File: src/rtl/keypad_pkg.sv
// keypad_pkg: shared constants, state type and keymap helpers for the 4x3
// matrix keypad scanner.
//   - KEY_STAR / KEY_HASH / KEY_NONE : special key codes
//   - N_ROWS / N_COLS / N_BITS       : matrix geometry (frame bit = row*3 + col)
//   - kp_state_t                     : IDLE/HELD press state
//   - idx_to_code()                  : frame bit index -> key code
//   - frame_popcount()               : number of keys set in a frame
//   - frame_first_idx()              : index of lowest set bit in a frame
package keypad_pkg;

  localparam logic [3:0] KEY_STAR = 4'd10;
  localparam logic [3:0] KEY_HASH = 4'd11;
  localparam logic [3:0] KEY_NONE = 4'd15;

  localparam int N_ROWS = 4;
  localparam int N_COLS = 3;
  localparam int N_BITS = N_ROWS * N_COLS;

  typedef enum logic {
    ST_IDLE = 1'b0,
    ST_HELD = 1'b1
  } kp_state_t;

  // Keymap: row0 = 1,2,3; row1 = 4,5,6; row2 = 7,8,9; row3 = *,0,#
  function automatic logic [3:0] idx_to_code(input logic [3:0] idx);
    logic [3:0] code;
    case (idx)
      4'd0:    code = 4'd1;
      4'd1:    code = 4'd2;
      4'd2:    code = 4'd3;
      4'd3:    code = 4'd4;
      4'd4:    code = 4'd5;
      4'd5:    code = 4'd6;
      4'd6:    code = 4'd7;
      4'd7:    code = 4'd8;
      4'd8:    code = 4'd9;
      4'd9:    code = KEY_STAR;
      4'd10:   code = 4'd0;
      4'd11:   code = KEY_HASH;
      default: code = KEY_NONE;
    endcase
    return code;
  endfunction

  function automatic logic [3:0] frame_popcount(input logic [N_BITS-1:0] f);
    logic [3:0] cnt;
    cnt = 4'd0;
    for (int i = 0; i < N_BITS; i++) begin
      cnt = cnt + {3'b000, f[i]};
    end
    return cnt;
  endfunction

  // Only meaningful when exactly one bit is set; empty frame maps to KEY_NONE.
  function automatic logic [3:0] frame_first_idx(input logic [N_BITS-1:0] f);
    logic [3:0] idx;
    idx = 4'd15;
    for (int i = N_BITS - 1; i >= 0; i--) begin
      if (f[i]) begin
        idx = 4'(i);
      end
    end
    return idx;
  endfunction

endpackage

File: src/rtl/scan_tick_div.sv
// scan_tick_div: free-running divider producing a one-cycle tick every DIV
// enabled clocks. Holds its count while en=0.
//   clk  in  system clock
//   rst  in  asynchronous active-high reset
//   en   in  count enable
//   tick out 1 on the terminal count (DIV-1) while en=1
module scan_tick_div #(
  parameter int DIV = 25000
) (
  input  logic clk,
  input  logic rst,
  input  logic en,
  output logic tick
);

  localparam int CW = (DIV > 1) ? $clog2(DIV) : 1;
  localparam logic [CW-1:0] TERM = CW'(DIV - 1);

  logic [CW-1:0] r_cnt;

  assign tick = en & (r_cnt == TERM);

  // Count 0..DIV-1 while enabled, wrapping on the terminal count
  always_ff @(posedge clk or posedge rst) begin
    if (rst) begin
      r_cnt <= '0;
    end else if (en) begin
      if (r_cnt == TERM) begin
        r_cnt <= '0;
      end else begin
        r_cnt <= r_cnt + CW'(1);
      end
    end
  end

endmodule

File: src/rtl/keypad_scanner.sv
// keypad_scanner: scans a 4x3 matrix keypad and reports one debounced key
// per press as a key_data/key_valid strobe.
//   clk       in   system clock
//   rst       in   asynchronous active-high reset
//   en        in   scan enable; 0 freezes scan, debounce and press state
//   key_col   out  [2:0] one-hot active-high column drive
//   key_row   in   [3:0] active-high row sense (already synchronised)
//   key_data  out  [3:0] code of last accepted key
//   key_valid out  single-cycle strobe qualifying key_data
//   key_busy  out  1 while an accepted key has not been released
module keypad_scanner
  import keypad_pkg::*;
#(
  parameter int SCAN_DIV        = 25000,
  parameter int DEBOUNCE_FRAMES = 20
) (
  input  logic       clk,
  input  logic       rst,
  input  logic       en,
  output logic [2:0] key_col,
  input  logic [3:0] key_row,
  output logic [3:0] key_data,
  output logic       key_valid,
  output logic       key_busy
);

  localparam int SW = $clog2(DEBOUNCE_FRAMES + 1);
  localparam logic [SW-1:0] DEB_MAX = SW'(DEBOUNCE_FRAMES);

  logic              w_tick;
  logic              w_frame_end;
  logic [1:0]        w_col_idx;
  logic [N_BITS-1:0] w_frame;
  logic [SW-1:0]     w_stable_next;

  logic [2:0]        r_col;
  logic [N_BITS-1:0] r_frame;       // frame under assembly
  logic [N_BITS-1:0] r_last;        // last complete frame
  logic [SW-1:0]     r_stable;
  logic              r_frame_done;  // a new complete frame awaits evaluation
  kp_state_t         r_state;

  scan_tick_div #(
    .DIV (SCAN_DIV)
  ) u_div (
    .clk  (clk),
    .rst  (rst),
    .en   (en),
    .tick (w_tick)
  );

  assign key_col     = r_col;
  // The tick that samples column 2 completes the frame
  assign w_frame_end = w_tick & r_col[2];

  // Decode the one-hot column ring to a column index
  always_comb begin
    case (r_col)
      3'b001:  w_col_idx = 2'd0;
      3'b010:  w_col_idx = 2'd1;
      3'b100:  w_col_idx = 2'd2;
      default: w_col_idx = 2'd0;
    endcase
  end

  // Current frame with the active column's rows merged in
  always_comb begin
    w_frame = r_frame;
    for (int r = 0; r < N_ROWS; r++) begin
      w_frame[r * N_COLS + int'(w_col_idx)] = key_row[r];
    end
  end

  // Saturating stability count for the frame being completed
  always_comb begin
    if (w_frame == r_last) begin
      if (r_stable == DEB_MAX) begin
        w_stable_next = r_stable;
      end else begin
        w_stable_next = r_stable + SW'(1);
      end
    end else begin
      w_stable_next = SW'(1);
    end
  end

  // Column ring, frame assembly and debounce counter
  always_ff @(posedge clk or posedge rst) begin
    if (rst) begin
      r_col        <= 3'b001;
      r_frame      <= '0;
      r_last       <= '0;
      r_stable     <= '0;
      r_frame_done <= 1'b0;
    end else begin
      // Sample before rotating so the rows have settled for a full slot
      if (w_tick) begin
        r_frame <= w_frame;
        r_col   <= {r_col[1:0], r_col[2]};
      end
      if (w_frame_end) begin
        r_last       <= w_frame;
        r_stable     <= w_stable_next;
        r_frame_done <= 1'b1;
      end else if (en) begin
        // Kept pending across en=0 so evaluation resumes on re-enable
        r_frame_done <= 1'b0;
      end
    end
  end

  // IDLE/HELD press FSM with registered outputs, evaluated once per frame
  always_ff @(posedge clk or posedge rst) begin
    if (rst) begin
      r_state   <= ST_IDLE;
      key_valid <= 1'b0;
      key_data  <= 4'd0;
      key_busy  <= 1'b0;
    end else begin
      key_valid <= 1'b0;
      if (en && r_frame_done) begin
        case (r_state)
          ST_IDLE: begin
            // Chords (popcount > 1) are never accepted
            if ((r_stable == DEB_MAX) && (frame_popcount(r_last) == 4'd1)) begin
              key_valid <= 1'b1;
              key_data  <= idx_to_code(frame_first_idx(r_last));
              key_busy  <= 1'b1;
              r_state   <= ST_HELD;
            end
          end
          ST_HELD: begin
            if ((r_stable == DEB_MAX) && (r_last == '0)) begin
              key_busy <= 1'b0;
              r_state  <= ST_IDLE;
            end
          end
          default: begin
            key_busy <= 1'b0;
            r_state  <= ST_IDLE;
          end
        endcase
      end
    end
  end

endmodule

File: config.mk
export PLATFORM = sky130hd
export DESIGN_NAME = keypad_scanner
export DESIGN_NICKNAME = d
export VERILOG_FILES = /design/src/rtl/keypad_pkg.sv /design/src/rtl/scan_tick_div.sv /design/src/rtl/keypad_scanner.sv
export SDC_FILE = /design/constraint.sdc
export NUM_CORES = 1
export LEC_CHECK = 0
export CAP_MARGIN = 10
export CORE_UTILIZATION = 30
export CTS_CLUSTER_DIAMETER = 30
export DETAILED_ROUTE_END_ITERATION = 8
export PLACE_DENSITY_LB_ADDON = 0.25
export SYNTH_ARGS = -nofsm -noshare
export SYNTH_HDL_FRONTEND = slang
export SYNTH_SLANG_ARGS = --single-unit
File: constraint.sdc
create_clock -name clk -period 10.6 [get_ports clk]
set_clock_uncertainty 0.2 [all_clocks]
set_input_delay 2.12 -clock clk [delete_from_list [all_inputs] [get_ports clk]]
set_output_delay 2.12 -clock clk [all_outputs]
set_load 0.01 [all_outputs]
Word-level counts from Yosys, hierarchy flattened
Memory sizes are Yosys's and may differ from the RTL's. A register that Yosys moved wholly into a read port is not among the register bits.
Index checks and enable logic that the tools add are counted.
{"block": "word_totals", "ff_bits": 51, "romBits": 64, "inputBits": 7, "output_inout_bits": 9, "word_cells": 99, "n_memories": 1}
{"block": "op_classes", "add_sub_neg": 16, "order_cmp": 8, "n_eq_ne": 9, "mux": 41, "bitwise": 3, "n_reduce_logical": 12}
{"memory": "(name not given)", "words": 16, "width": 4, "rd": 1, "rd_clocked_by_memory_dff": 1, "wr": 0, "line_no": "keypad_pkg.sv:27", "text": "case (idx)"}
{"op": "two-way mux 4 bit", "count": 14}
{"op": "bitwise mux 12 bit", "count": 4}
{"op": "adder 4 x 1 -> 4 bit", "count": 8}
{"op": "adder 15 x 1 -> 15 bit (second input constant)", "count": 1}
{"op": "== test 15 bit (second input constant)", "count": 1}
{"op": "two-way mux 15 bit", "count": 1}
{"op": "demux 1 bit (select 4 bit)", "count": 3}
{"op": "== test 12 bit", "count": 1}
{"op": "logical NOT 12 bit", "count": 1}
{"op": "two-way mux 1 bit", "count": 12}
{"op": "two-way mux 5 bit", "count": 2}
{"op": "logical AND 1 bit", "count": 7}
{"op": "AND reduction 3 bit", "count": 2}
{"op": "adder 4 x 2 -> 5 bit (first input constant)", "count": 1}
{"op": "adder 5 x 1 -> 5 bit (second input constant)", "count": 1}
{"op": "== test 5 bit (second input constant)", "count": 1}
{"op": "greater-or-equal comparator 5 x 1 -> 1 bit (second input constant)", "count": 1}
{"op": "less-than comparator 2 x 5 -> 1 bit (second input constant)", "count": 1}
{"op": "less-than comparator 3 x 5 -> 1 bit (second input constant)", "count": 1}
{"op": "less-than comparator 4 x 5 -> 1 bit (second input constant)", "count": 1}
{"op": "less-than comparator 5 bit (second input constant)", "count": 1}
{"op": "adder 3 x 1 -> 4 bit", "count": 1}
{"op": "adder 3 x 2 -> 4 bit (first input constant)", "count": 1}
{"op": "== test 4 x 1 -> 1 bit (second input constant)", "count": 1}
{"op": "18 further kinds", "count": 21}

Logic depth before layout (Yosys ltp)
{"block": "depth", "ltp_word": 16, "depth_mapped": 13, "ltp_nobuf": 13}

By module
A second synthesis with hierarchy kept.
{"block": "unflattened", "cells_unflattened": 341, "hier_area_um2": 3357.0}
{"module": "keypad_scanner", "n_inst": 1, "cells_each": 269, "area_per_inst_um2": 2620.0}
{"module": "scan_tick_div", "n_inst": 1, "cells_each": 72, "area_per_inst_um2": 737.0}

Least setup slack after synthesis
OpenSTA, ideal clock, no wires.
{"block": "synth_timing", "path_type": "reg-to-reg", "start": "register r_last[1]", "end": "register key_data[0]", "t_arrival_ns": 4.161, "t_required_ns": 10.275, "slack_ns": 6.114, "stages_incl_launch_ff": 14, "path_buffers": 0, "cell_sequence": "dfrtp_1 -> fa_1 -> fa_1 -> inv_1 -> fa_1 -> fa_1 -> inv_1 -> ha_1 -> inv_1 -> fa_1 -> a2111oi_0 -> a21oi_1 -> nor3_1 -> mux2_2"}
{"block": "synth_between", "elab_chain_len": 14, "elab_cells_between_ends": 19, "classes_between": "add/sub (11); eq/ne (1); mux (5); reduce/logical (2)"}
{"item": "start, declared", "line_no": "keypad_scanner.sv:38", "text": "logic [N_BITS-1:0] r_last;"}
{"item": "start signal, assigned", "line_no": "keypad_scanner.sv:102", "text": "r_last <= w_frame;"}
{"item": "adder 1 x 1 -> 2 bit", "line_no": "keypad_pkg.sv:49", "text": "cnt = cnt + {3'b000, f[i]};"}
{"item": "adder 2 x 1 -> 3 bit", "line_no": "keypad_pkg.sv:49"}
{"item": "adder 3 x 1 -> 4 bit", "line_no": "keypad_pkg.sv:49"}
{"item": "adder 4 x 1 -> 4 bit (8 in a row)", "line_no": "keypad_pkg.sv:49"}
{"item": "== test 4 x 1 -> 1 bit", "line_no": "keypad_scanner.sv:125", "text": "if ((r_stable == DEB_MAX) && (frame_popcount(r_last) == 4'd1)) begin"}
{"item": "logical AND 1 bit", "line_no": "keypad_scanner.sv:125"}
{"item": "AND reduction 3 bit (no source line)"}
{"item": "end, declared", "line_no": "keypad_scanner.sv:22", "text": "output logic [3:0] key_data,"}
Parallel ways exist; a longest one is shown, timed or not. The select of a mux whose other input is x is not followed.
A chain may end at the register's enable or synchronous reset.

Worst setup path in the final report
{"block": "layout_timing", "start": "register r_last[3]", "end": "register key_data[2]"}
{"block": "layout_between", "elab_chain_len": 12, "elab_cells_between_ends": 19, "classes_between": "add/sub (9); eq/ne (1); mux (7); reduce/logical (2)"}
{"item": "adder 3 x 1 -> 4 bit", "line_no": "keypad_pkg.sv:49"}
{"item": "adder 4 x 1 -> 4 bit (8 in a row)", "line_no": "keypad_pkg.sv:49"}
{"item": "== test 4 x 1 -> 1 bit", "line_no": "keypad_scanner.sv:125"}
{"item": "logical AND 1 bit", "line_no": "keypad_scanner.sv:125"}
{"item": "AND reduction 3 bit (no source line)"}
Parallel ways exist; a longest one is shown, timed or not. The select of a mux whose other input is x is not followed.

==> run metrics <==
post-synthesis sequential area ratio 42.3%; postcts setup bufs 0; CTS H-tree lvls 2; sequential share of power 57.1%; number of synthesized flops with an enable pin 0; Antenna diodes 0; die width 106 um; Root Buffer clkbuf_8; GRT overflow 0; Die Y 106 um; TritonCTS clock tree yes; status finished clean; largest net degree at the start of global routing 56; Syn Inst Count 337; Worst VDD drop 0.0000777 V; Avg Vias per Cell 4.98; WP data arrival 4.86 ns; initial antenna violation count 0; routed wire length 6.94 mm; hold path cells 1; initial DRC count 119; final worst path period share 45.8%; hold slack 0.286 ns; via count 2435; I/O pin total 16; CTS Buf Count 5; Fillers 1088; CP Launch Type register; RSZ-0062 raised after global routing no; Reg2Reg Depth 13; Worst Hold Class register to register; Post-synth ARST share 100%; Overall Power 0.000404 W; num rows 37; Reg clk slew, reported paths 0.11 ns; Combinational Power Share 8.2%; CTS Buffer Depth 2; wire length per cell 14.2 um; Slew @ Worst Pin 1.01 ns; most common cell after layout, fill and taps aside dfrtp_1; final core occ 35.0%; Worst-Skew Late Latency 0.31 ns; Reg area 1380 um2; Yosys Warn Count 0; Main synth FF type dfrtp_1; Pleak 1.61 nW; die area 11300 um2; gr usage total 13.3%; Setup TNS Final 0 ns; global-route wire length before repair 11.8 mm; hold buffers post-CTS 0; Resize count post-CTS 0; f_max 206 MHz; Clk pwr share 34.7%; post-DP HPWL 4.99 mm; syn avg cell area 9.66 um2; register bit total from synthesis 55; TritonCTS Sinks 55; DRC violations left 0; Initial Util 31.3%; syn_nets 362; Syn Std Cell Area 3260 um2; CP required 10.60 ns; GP Congestion 0.783; layout cells sized above 1 9.07%; Int Power 0.000304 W; port bufs 15; Final #Nets 378; commonest non-fill, non-tap cells in the layout dfrtp_1 (54), nand2_1 (41), inv_1 (32); worst-path fanout max 7; vias in the first global route 2298; min Tclk post-route 4.86 ns; DR pass1 iterations 4; Max-Cap Viols 0; Max-slew headroom 32.6%; worst slack at placement 5.54 ns; area of the multi-input gates 1710 um2; Setup violations, final 0; crit path kind register to register; Core Region 10400 um2; Sw Share 24.8%; switching pwr 0.000100 W; PwrDens 111 nW/um2; Synth cell types 52; fin worst setup slack 5.74 ns; final hold vios 0; Final Slew Violations 0; CP endpoint kind register; P&R area growth vs syn 12.0%; final antenna-violating net count 0
## registers in the layout, indices dropped and copies added, names as in the netlist
register,cells
key_busy,1
key_valid,1
key_data,4
r_stable,5
key_col,3
r_last,12
u_div.r_cnt,15
r_frame,12
r_frame_done,1
r_state,1
## cells in the mapped netlist, types with 2 or more instances
cell type / instances / area (um2)
dfrtp_1: 54 / 1350
nand2_1: 41 / 154
inv_1: 33 / 124
o21ai_0: 24 / 120
nor2_1: 16 / 60.1
nand3_1: 15 / 75.1
a21oi_1: 14 / 70.1
mux2_2: 13 / 146
xor2_1: 12 / 105
ha_1: 11 / 138
xnor2_1: 11 / 96.3
mux2i_1: 8 / 80.1
nand4_1: 8 / 50.1
fa_1: 7 / 140
o22ai_1: 6 / 37.5
nand2b_1: 5 / 31.3
nor3_1: 5 / 25.0
nor4_1: 5 / 31.3
a21o_1: 3 / 22.5
and2_1: 3 / 18.8
and3_1: 3 / 18.8
and4_1: 3 / 26.3
clkbuf_1: 3 / 11.3
or2_2: 3 / 18.8
a211oi_1: 2 / 15.0
a31oi_1: 2 / 12.5
buf_2: 2 / 10.0
## kinds of logic after synthesis
| family | count (synthesis) | synth area share [%] |
|---|---|---|
| XOR/XNOR | 23 | 6.19 |
| AO/OA/AOI/OAI | 62 | 11.6 |
| AND/OR/NAND/NOR | 118 | 19.3 |
| buffers and inverters | 40 | 5.03 |
| multiplexers | 21 | 6.96 |
| adder cells (fa/ha/maj) | 18 | 8.53 |
| flip-flops | 55 | 42.3 |
## power groups by stage
stage               clock (W)  combinational, W  sequential, W
floorplan                   0         0.0000252       0.000232
global placement            0         0.0000332       0.000235
detailed placement          0         0.0000334       0.000234
CTS                  0.000146         0.0000338       0.000230
global route         0.000152         0.0000379       0.000233
finish               0.000140         0.0000332       0.000231
## critical path, stage by stage, from the launching register on
cell and delay [ns]:
dfrtp_1 0.51, fa_1 0.50, fa_1 0.51, inv_1 0.04, fa_1 0.49, fa_1 0.40, inv_1 0.06, ha_1 0.16
inv_1 0.06, fa_1 0.38, a2111oi_0 0.29, a21oi_1 0.07, nor3_1 0.65, mux2_2 0.41
## worst paths after layout
path | slack, ns | to | start
min in group asynchronous | 2.11 | u_div.r_cnt[4]$_DFFE_PP0P_ | rst
hold reg to reg | 0.29 | key_busy$_DFFE_PP0P_ | key_busy$_DFFE_PP0P_
max in group asynchronous | 7.60 | r_frame[6]$_DFFE_PP0P_ | rst
setup / recovery | 5.74 | key_data[2]$_DFFE_PP0P_ | r_last[3]$_DFFE_PP0P_
hold / removal | 0.29 | key_busy$_DFFE_PP0P_ | key_busy$_DFFE_PP0P_
setup reg to reg | 5.74 | key_data[2]$_DFFE_PP0P_ | r_last[3]$_DFFE_PP0P_
## through the flow
step / std cells / instance area, um2
after global routing: 489 / 3650
after global placement: 482 / 3540
after CTS: 489 / 3650
after floorplan: 337 / 3260
final: 489 / 3650
after detailed placement: 482 / 3540
## area by class of cell
| cell class | count | area share, % |
|---|---|---|
| inverter | 33 | 3.40 |
| clock inverter | 1 | 0.824 |
| timing repair buffer | 16 | 4.32 |
| clock buffer | 6 | 1.99 |
| tap | 136 | 4.67 |
| multi-input combinational | 242 | 47.0 |
| sequential | 55 | 37.8 |
## routing by layer
metal  vias up  track usage, %  share of wire [%]
met1      1194            18.3                 50
li1       1201               -                  -
met3         8            2.64                3.2
met2        32            21.2                 46
met5         -               0                  0
met4         0            3.57                1.1
Power figures use the tool's default switching activity.
